<file path="config.mk">
export PLATFORM = sky130hd
export DESIGN_NAME = rca32_arbiter_flat
export DESIGN_NICKNAME = d
export VERILOG_FILES = /design/src/rtl/rca32_arbiter_pkg.sv /design/src/rtl/rca32_arbiter_if.sv /design/src/rtl/rca32.sv /design/src/rtl/rca32_arbiter_rr_pick.sv /design/src/rtl/rca32_arbiter.sv /design/src/flat_wrapper.sv
export SDC_FILE = /design/constraint.sdc
export NUM_CORES = 1
export LEC_CHECK = 0
export ABC_CLOCK_PERIOD_IN_PS = 17990
export BUFFER_PORTS_ARGS = -buffer_cell sky130_fd_sc_hd__buf_2
export CAP_MARGIN = 10
export CORE_ASPECT_RATIO = 0.75
export CORE_MARGIN = 2
export CORE_UTILIZATION = 50
export DETAILED_ROUTE_END_ITERATION = 12
export PLACE_DENSITY = 0.81
export SYNTH_ARGS = -nofsm -noshare
export SYNTH_HDL_FRONTEND = slang
export SYNTH_SLANG_ARGS = --single-unit
</file>
<file path="constraint.sdc">
create_clock -name clk -period 17.99 [get_ports clk]
set_input_delay 2.6985 -clock clk [delete_from_list [all_inputs] [get_ports clk]]
set_output_delay 2.6985 -clock clk [all_outputs]
set_load 0.02 [all_outputs]
</file>
<file path="src/rtl/rca32_arbiter_pkg.sv">
// Shared types and sizes for the round-robin RCA32 arbiter.
package rca32_arb_pkg;

  localparam int WIDTH         = 32;
  localparam int CNT_W         = 16;
  localparam int N_REQ_DEFAULT = 4;

  typedef enum logic [1:0] {
    IDLE = 2'd0,
    ADD  = 2'd1,
    RESP = 2'd2
  } state_e;

endpackage

</file>
<file path="src/rtl/rca32_arbiter_if.sv">
// Requester-side bus of the arbiter: packed per-requester operands and shared result.
interface rca32_arbiter_if
  import rca32_arb_pkg::*;
#(
  parameter int N_REQ = N_REQ_DEFAULT
);

  logic [N_REQ-1:0]       req;
  logic [WIDTH*N_REQ-1:0] a_in;
  logic [WIDTH*N_REQ-1:0] b_in;
  logic [N_REQ-1:0]       cin_in;
  logic [N_REQ-1:0]       gnt;
  logic [N_REQ-1:0]       done;
  logic [WIDTH-1:0]       sum_out;
  logic                   cout_out;
  logic                   busy;
  logic [CNT_W-1:0]       op_cnt;

  modport master (
    output req, a_in, b_in, cin_in,
    input  gnt, done, sum_out, cout_out, busy, op_cnt
  );

  modport slave (
    input  req, a_in, b_in, cin_in,
    output gnt, done, sum_out, cout_out, busy, op_cnt
  );

endinterface

</file>
<file path="src/rtl/rca32.sv">
// 32-bit ripple-carry adder: one full-adder cell per bit, carry rippling LSB to MSB.
module RCA32 (
  input  logic [31:0] a_i,
  input  logic [31:0] b_i,
  input  logic        cin_i,
  output logic [31:0] sum_o,
  output logic        cout_o
);

  always_comb begin
    logic carry;
    carry = cin_i;
    sum_o = '0;
    for (int i = 0; i < 32; i++) begin
      sum_o[i] = a_i[i] ^ b_i[i] ^ carry;
      carry    = (a_i[i] & b_i[i]) | (carry & (a_i[i] ^ b_i[i]));
    end
    cout_o = carry;
  end

endmodule

</file>
<file path="src/rtl/rca32_arbiter_rr_pick.sv">
// Combinational round-robin pick: first requester at or above ptr, searching upward mod N_REQ.
module rca32_rr_pick
  import rca32_arb_pkg::*;
#(
  parameter int N_REQ = N_REQ_DEFAULT,
  parameter int IDX_W = $clog2(N_REQ)
) (
  input  logic [N_REQ-1:0] req_i,
  input  logic [IDX_W-1:0] ptr_i,
  output logic [N_REQ-1:0] winner_o,
  output logic [IDX_W-1:0] idx_o,
  output logic             valid_o
);

  logic [IDX_W-1:0] cand;

  always_comb begin
    cand     = '0;
    winner_o = '0;
    idx_o    = '0;
    valid_o  = 1'b0;
    for (int k = 0; k < N_REQ; k++) begin
      cand = IDX_W'((int'(ptr_i) + k) % N_REQ);
      if (!valid_o && req_i[cand]) begin
        valid_o         = 1'b1;
        idx_o           = cand;
        winner_o[cand]  = 1'b1;
      end
    end
  end

endmodule

</file>
<file path="src/rtl/rca32_arbiter.sv">
// Round-robin sequencer sharing one RCA32 among N_REQ requesters.
// IDLE picks and latches operands, ADD runs the adder, RESP pulses done.
module rca32_arbiter
  import rca32_arb_pkg::*;
#(
  parameter int N_REQ = N_REQ_DEFAULT
) (
  input  logic            clk,
  input  logic            rst_n,
  rca32_arbiter_if.slave  bus
);

  localparam int IDX_W = $clog2(N_REQ);

  state_e             state_q, state_d;
  logic [IDX_W-1:0]   ptr_q, ptr_d;
  logic [IDX_W-1:0]   idx_q, idx_d;
  logic [N_REQ-1:0]   gnt_q, gnt_d;
  logic [WIDTH-1:0]   a_q, a_d;
  logic [WIDTH-1:0]   b_q, b_d;
  logic               cin_q, cin_d;
  logic [WIDTH-1:0]   sum_q, sum_d;
  logic               cout_q, cout_d;
  logic [CNT_W-1:0]   cnt_q, cnt_d;

  logic [N_REQ-1:0]   pick_winner;
  logic [IDX_W-1:0]   pick_idx;
  logic               pick_valid;
  logic [WIDTH-1:0]   rca_sum;
  logic               rca_cout;

  rca32_rr_pick #(.N_REQ(N_REQ), .IDX_W(IDX_W)) u_pick (
    .req_i    (bus.req),
    .ptr_i    (ptr_q),
    .winner_o (pick_winner),
    .idx_o    (pick_idx),
    .valid_o  (pick_valid)
  );

  RCA32 u_rca (
    .a_i    (a_q),
    .b_i    (b_q),
    .cin_i  (cin_q),
    .sum_o  (rca_sum),
    .cout_o (rca_cout)
  );

  always_ff @(posedge clk) begin
    if (!rst_n) begin
      state_q <= IDLE;
      ptr_q   <= '0;
      idx_q   <= '0;
      gnt_q   <= '0;
      a_q     <= '0;
      b_q     <= '0;
      cin_q   <= 1'b0;
      sum_q   <= '0;
      cout_q  <= 1'b0;
      cnt_q   <= '0;
    end else begin
      state_q <= state_d;
      ptr_q   <= ptr_d;
      idx_q   <= idx_d;
      gnt_q   <= gnt_d;
      a_q     <= a_d;
      b_q     <= b_d;
      cin_q   <= cin_d;
      sum_q   <= sum_d;
      cout_q  <= cout_d;
      cnt_q   <= cnt_d;
    end
  end

  always_comb begin
    state_d = state_q;
    ptr_d   = ptr_q;
    idx_d   = idx_q;
    gnt_d   = gnt_q;
    a_d     = a_q;
    b_d     = b_q;
    cin_d   = cin_q;
    sum_d   = sum_q;
    cout_d  = cout_q;
    cnt_d   = cnt_q;
    case (state_q)
      IDLE: begin
        // Operands are copied here so the requester may change them after grant.
        if (pick_valid) begin
          state_d = ADD;
          idx_d   = pick_idx;
          gnt_d   = pick_winner;
          a_d     = bus.a_in[int'(pick_idx)*WIDTH +: WIDTH];
          b_d     = bus.b_in[int'(pick_idx)*WIDTH +: WIDTH];
          cin_d   = bus.cin_in[pick_idx];
        end
      end
      ADD: begin
        sum_d   = rca_sum;
        cout_d  = rca_cout;
        state_d = RESP;
      end
      RESP: begin
        cnt_d   = cnt_q + 1'b1;
        ptr_d   = (idx_q == IDX_W'(N_REQ - 1)) ? '0 : idx_q + 1'b1;
        gnt_d   = '0;
        state_d = IDLE;
      end
      default: state_d = IDLE;
    endcase
  end

  assign bus.gnt      = gnt_q;
  assign bus.done     = (state_q == RESP) ? gnt_q : '0;
  assign bus.sum_out  = sum_q;
  assign bus.cout_out = cout_q;
  assign bus.busy     = (state_q != IDLE);
  assign bus.op_cnt   = cnt_q;

endmodule

</file>
<file path="src/flat_wrapper.sv">
// flat-port wrapper written by rule: the top's interface ports become plain ports
module rca32_arbiter_flat import rca32_arb_pkg::*;
#(
  parameter int N_REQ = N_REQ_DEFAULT
)
  (clk, rst_n, bus_req, bus_a_in, bus_b_in, bus_cin_in, bus_gnt, bus_done, bus_sum_out, bus_cout_out, bus_busy, bus_op_cnt);
  rca32_arbiter_if #(.N_REQ(N_REQ)) bus_i ();
  input  logic clk;
  input  logic rst_n;
  input wire logic [$bits(bus_i.req)-1:0] bus_req;
  input wire logic [$bits(bus_i.a_in)-1:0] bus_a_in;
  input wire logic [$bits(bus_i.b_in)-1:0] bus_b_in;
  input wire logic [$bits(bus_i.cin_in)-1:0] bus_cin_in;
  output wire logic [$bits(bus_i.gnt)-1:0] bus_gnt;
  output wire logic [$bits(bus_i.done)-1:0] bus_done;
  output wire logic [$bits(bus_i.sum_out)-1:0] bus_sum_out;
  output wire logic [$bits(bus_i.cout_out)-1:0] bus_cout_out;
  output wire logic [$bits(bus_i.busy)-1:0] bus_busy;
  output wire logic [$bits(bus_i.op_cnt)-1:0] bus_op_cnt;
  assign bus_i.req = bus_req;
  assign bus_i.a_in = bus_a_in;
  assign bus_i.b_in = bus_b_in;
  assign bus_i.cin_in = bus_cin_in;
  assign bus_gnt = bus_i.gnt;
  assign bus_done = bus_i.done;
  assign bus_sum_out = bus_i.sum_out;
  assign bus_cout_out = bus_i.cout_out;
  assign bus_busy = bus_i.busy;
  assign bus_op_cnt = bus_i.op_cnt;
  rca32_arbiter #(.N_REQ(N_REQ)) u_core (.clk(clk), .rst_n(rst_n), .bus(bus_i));
endmodule
</file>
==> out/summary.md <==
In this design, the stage delay of the slowest critical-path cell is 0.44 ns. OpenSTA, run right after detailed placement, puts the worst setup slack at 4.69 ns. Routability-driven placement finished with a final weighted congestion of 0.912. For this run, design rule violations remaining after detail routing come to 0.

The tools report the fraction of power consumed by the clock network as 0.338. For this run the aggregate overflow at the end of global routing stands at 0. The mean number of vias per cell was 6.45; the distinct cell type count of the synthesized netlist was 52.

Synthesis produced a netlist whose cell count is 1,015. In this run the static leakage power is 4.55 nW. The die width was 154 um; the fraction of synthesis flops using an asynchronous set or reset pin was 0.

Entering global routing, the biggest net connects 79 pins. The setup path with the least slack is of type reg2reg. Number of placement rows: 41. For the final routed database, the setup TNS stands at 0 ns.

In this run, post-CTS repair resized a total of 0 instances. The headroom to the max-slew limit is 0.344, and the residual antenna-violating net count after detailed routing is 0. The count of buffers added on input and output ports is 323. Static timing analysis puts the maximum clock frequency at 74.9 MHz. The final critical-path required period was 13.35 ns.

No sink is reached through more buffers than the 2 on the longest clock path. For the starting density of the core, the log shows 0.507. The run gives 45.3 mm as the wire length of the first global-routing pass. The die covers 18,000 um2.

The number of antenna violations at the first check in global routing came out at 5. The detailed router finished its first iteration with 936 violations. In the synthesized netlist the dominant register cell turns out to be dfxtp_1.

The run gives 0 as the number of slew-limit violations in the final report. For this design, the CTS-stage hold fixing added 0 buffers. The maximum net fanout on the critical path came out at 2.

Including well taps, the total number of placed cells is 1,428. Dominant delay contributor by cell family on the critical path: adder cells. The run finished with clean final reports. The run gives 0 as the number of hold violations in the final report. 324 I/O pins were placed. The most numerous cell type found on the critical path is fa_1.

The tools report the summed area of non-filler cells in the final layout as 10,600 um2. The ratio of cells with drive above 1 in the final layout was 0.320. The switching power share of the total is 0.359, and the global routing usage summed across all routing layers is 0.321. In this run the vertical extent of the chip is 117 um. After synthesis the cells add up to 8460 um2. At the later pin of the worst-skew pair, clock insertion delay measures 0.42 ns. The final period utilization is 0.742. Launching element type of the critical path: a flip-flop. The ratio of total power to cell area is 99.7 nW/um2. The growth of design area from synthesis to finish is 25.0%. The number of maximum-capacitance constraint violations was 0. The post-CTS setup repair buffer count is 0. For the share of the yosys chip area belonging to registers, the log shows 0.293. The tools report the root buffer cell as clkbuf_16. After clock tree synthesis, the clock-pin slew on the worst setup and hold paths is 0.06 ns.

The Yosys warning count was 0; the combined buffer and inverter count along the critical path was 3. For this design, the sink count on the clock tree is 124. The tools report the area inside the core boundary as 16,700 um2.

The final-report setup violation count was 0; the number of iterations in the first detailed-routing pass was 6. The number of synthesized flops with an enable pin works out to 0. The sequential fraction of design power was 0.339; the setup clock skew after layout was 0.00897 ns. The worst setup slack after layout was 4.64 ns; the non-filler instance count after layout was 1,463. The run gives 8,683 as the via count of the first global-routing pass. At the pin with the least slew margin, the transition time is 0.984 ns. Setup repair after global routing left no endpoint under its margin. For the number of CTS-inserted buffers, the log shows 17. The completed layout was analyzed and its total power is 0.00105 W. The path category of the worst min-delay check was reg2reg.

The number of nets handed over by synthesis was 1,323. The level count of the clock H-tree is 4, and the via count is 9,436. At the worst endpoint, the required time is 18.32 ns. The total wirelength of the detailed-routed design came out at 29.3 mm.

After synthesis the netlist holds a flip-flop and latch count of 124. The tools report the net switching power as 0.000378 W. Data on the critical path arrives at its endpoint at 13.68 ns. The worst-case IR drop observed on VDD is 0.0510 mV. The run gives 20.0 mm as the half-perimeter wire length after detailed placement. The worst setup path is captured at a flip-flop.

For the net total in the final layout, the log shows 1,540. A synthesized cell averages 8.33 um2. The detailed-route wire length per cell works out to 20.1 um.

The area after detailed placement came out at 9950 um2. The internal power is 0.000676 W. TritonCTS built the clock tree.

The critical path's slowest cell is fa_1. Combinational cell fraction of total power: 0.323.
## through the flow
stage | utilization | hold WS (ns)
2_1_floorplan | - | 0.440
3_3_place_gp | 0.597 | 0.439
5_1_grt | 0.634 | 0.482
4_1_cts | 0.634 | 0.454
3_5_place_dp | 0.597 | 0.445
6_report | 0.634 | 0.452
## kinds of logic after synthesis
logic type      Yosys count  synth area share
compound gates          401             0.353
xor+xnor                  9           0.00932
fa+ha+maj                42            0.0905
buf+inv                 218             0.106
flops                   124             0.293
mux                      10            0.0182
simple gates            211             0.130
## state kept, by name, indices dropped and copies added, names as in the netlist
name,flops
u_core.bus.sum_out,32
u_core.bus.cout_out,1
u_core.cin_q,1
u_core.idx_q,2
u_core.bus.gnt,4
u_core.ptr_q,2
u_core.state_q,2
u_core.a_q,32
u_core.b_q,32
u_core.bus.op_cnt,16
## synthesized netlist by cell type (4+ instances only)
| cell | count | area (um2) |
|---|---|---|
| buf_4 | 7 | 52.6 |
| nor2_1 | 19 | 71.3 |
| nand4_1 | 5 | 31.3 |
| nand2_1 | 77 | 289 |
| inv_1 | 76 | 285 |
| o31ai_1 | 66 | 495 |
| a32o_1 | 65 | 651 |
| dfxtp_1 | 124 | 2480 |
| mux4_2 | 4 | 90.1 |
| a211oi_1 | 4 | 30.0 |
| fa_1 | 32 | 641 |
| nor3_1 | 6 | 30.0 |
| clkbuf_1 | 105 | 394 |
| o21ai_0 | 8 | 40.0 |
| ha_1 | 10 | 125 |
| and2_1 | 6 | 37.5 |
| or3_1 | 5 | 31.3 |
| nand3_1 | 8 | 40.0 |
| a21oi_1 | 48 | 240 |
| nor4_1 | 65 | 407 |
| buf_2 | 24 | 120 |
| a22o_1 | 4 | 35.0 |
| o2111ai_1 | 65 | 569 |
| xor2_1 | 6 | 52.6 |
| a31oi_1 | 65 | 407 |
| o22ai_1 | 65 | 407 |
## power by group through the flow
stage | Clock, W | Sequential, W | Combinational, W
after CTS | 0.000358 | 0.000357 | 0.000336
after global placement | 0 | 0.000360 | 0.000326
after global routing | 0.000372 | 0.000364 | 0.000373
after detailed placement | 0 | 0.000363 | 0.000334
final | 0.000356 | 0.000357 | 0.000341
after floorplan | 0 | 0.000369 | 0.000216
## worst reg2reg max path: cells and delay by family, from the launching register on
kind / cells / cell delay (ns)
compound gates: 1 / 0.23
fa+ha+maj: 32 / 12.53
buf+inv: 3 / 0.18
flops: 1 / 0.33
## cell type report
cell class,instances,area [um2]
Clock inverter,15,185
Fill cell,1466,6100
Inverter,77,289
Sequential cell,124,2480
Antenna cell,3,7.51
Multi-Input combinational cell,673,5180
Tap cell,215,269
Clock buffer,17,425
Timing Repair Buffer,339,1740
## final timing paths
check	from	endpoint	slack, ns	cells past startpoint
worst max-delay path	u_core.cin_q	u_core.bus.sum_out[31]	4.64	36
worst min-delay path	u_core.bus.sum_out[5]	u_core.bus.sum_out[5]	0.45	2
worst max register to register	u_core.cin_q	u_core.bus.sum_out[31]	4.64	36
worst min register to register	u_core.bus.sum_out[5]	u_core.bus.sum_out[5]	0.45	2
## metal layers
| metal | wire (um) | up-vias | track usage |
|---|---|---|---|
| met3 | 2970 | 90 | 0.0853 |
| met4 | 917 | 4 | 0.125 |
| li1 | - | 4400 | - |
| met2 | 13000 | 553 | 0.506 |
| met5 | 27 | - | 0 |
| met1 | 12400 | 4389 | 0.425 |
## placed cells by master (no fill, tap or decap), types with 4 or more instances in the layout
master | netlist | final
a32o_1 | 65 | 65
fa_1 | 32 | 32
mux4_2 | 4 | 4
a21oi_1 | 48 | 48
nand2_1 | 77 | 76
buf_2 | 24 | 323
nor3_1 | 6 | 5
nor4_1 | 65 | 65
o2111ai_1 | 65 | 65
o21ai_0 | 8 | 8
nand3_1 | 8 | 7
buf_4 | 7 | 16
xor2_1 | 6 | 6
and2_1 | 6 | 5
a22o_1 | 4 | 4
o31ai_1 | 66 | 66
dfxtp_1 | 124 | 124
nand4_1 | 5 | 5
o22ai_1 | 65 | 65
inv_1 | 76 | 76
a31oi_1 | 65 | 65
or3_1 | 5 | 4
clkbuf_16 | 0 | 17
nor2_1 | 19 | 18
inv_6 | 0 | 6
ha_1 | 10 | 10
Power figures use the tool's default switching activity.
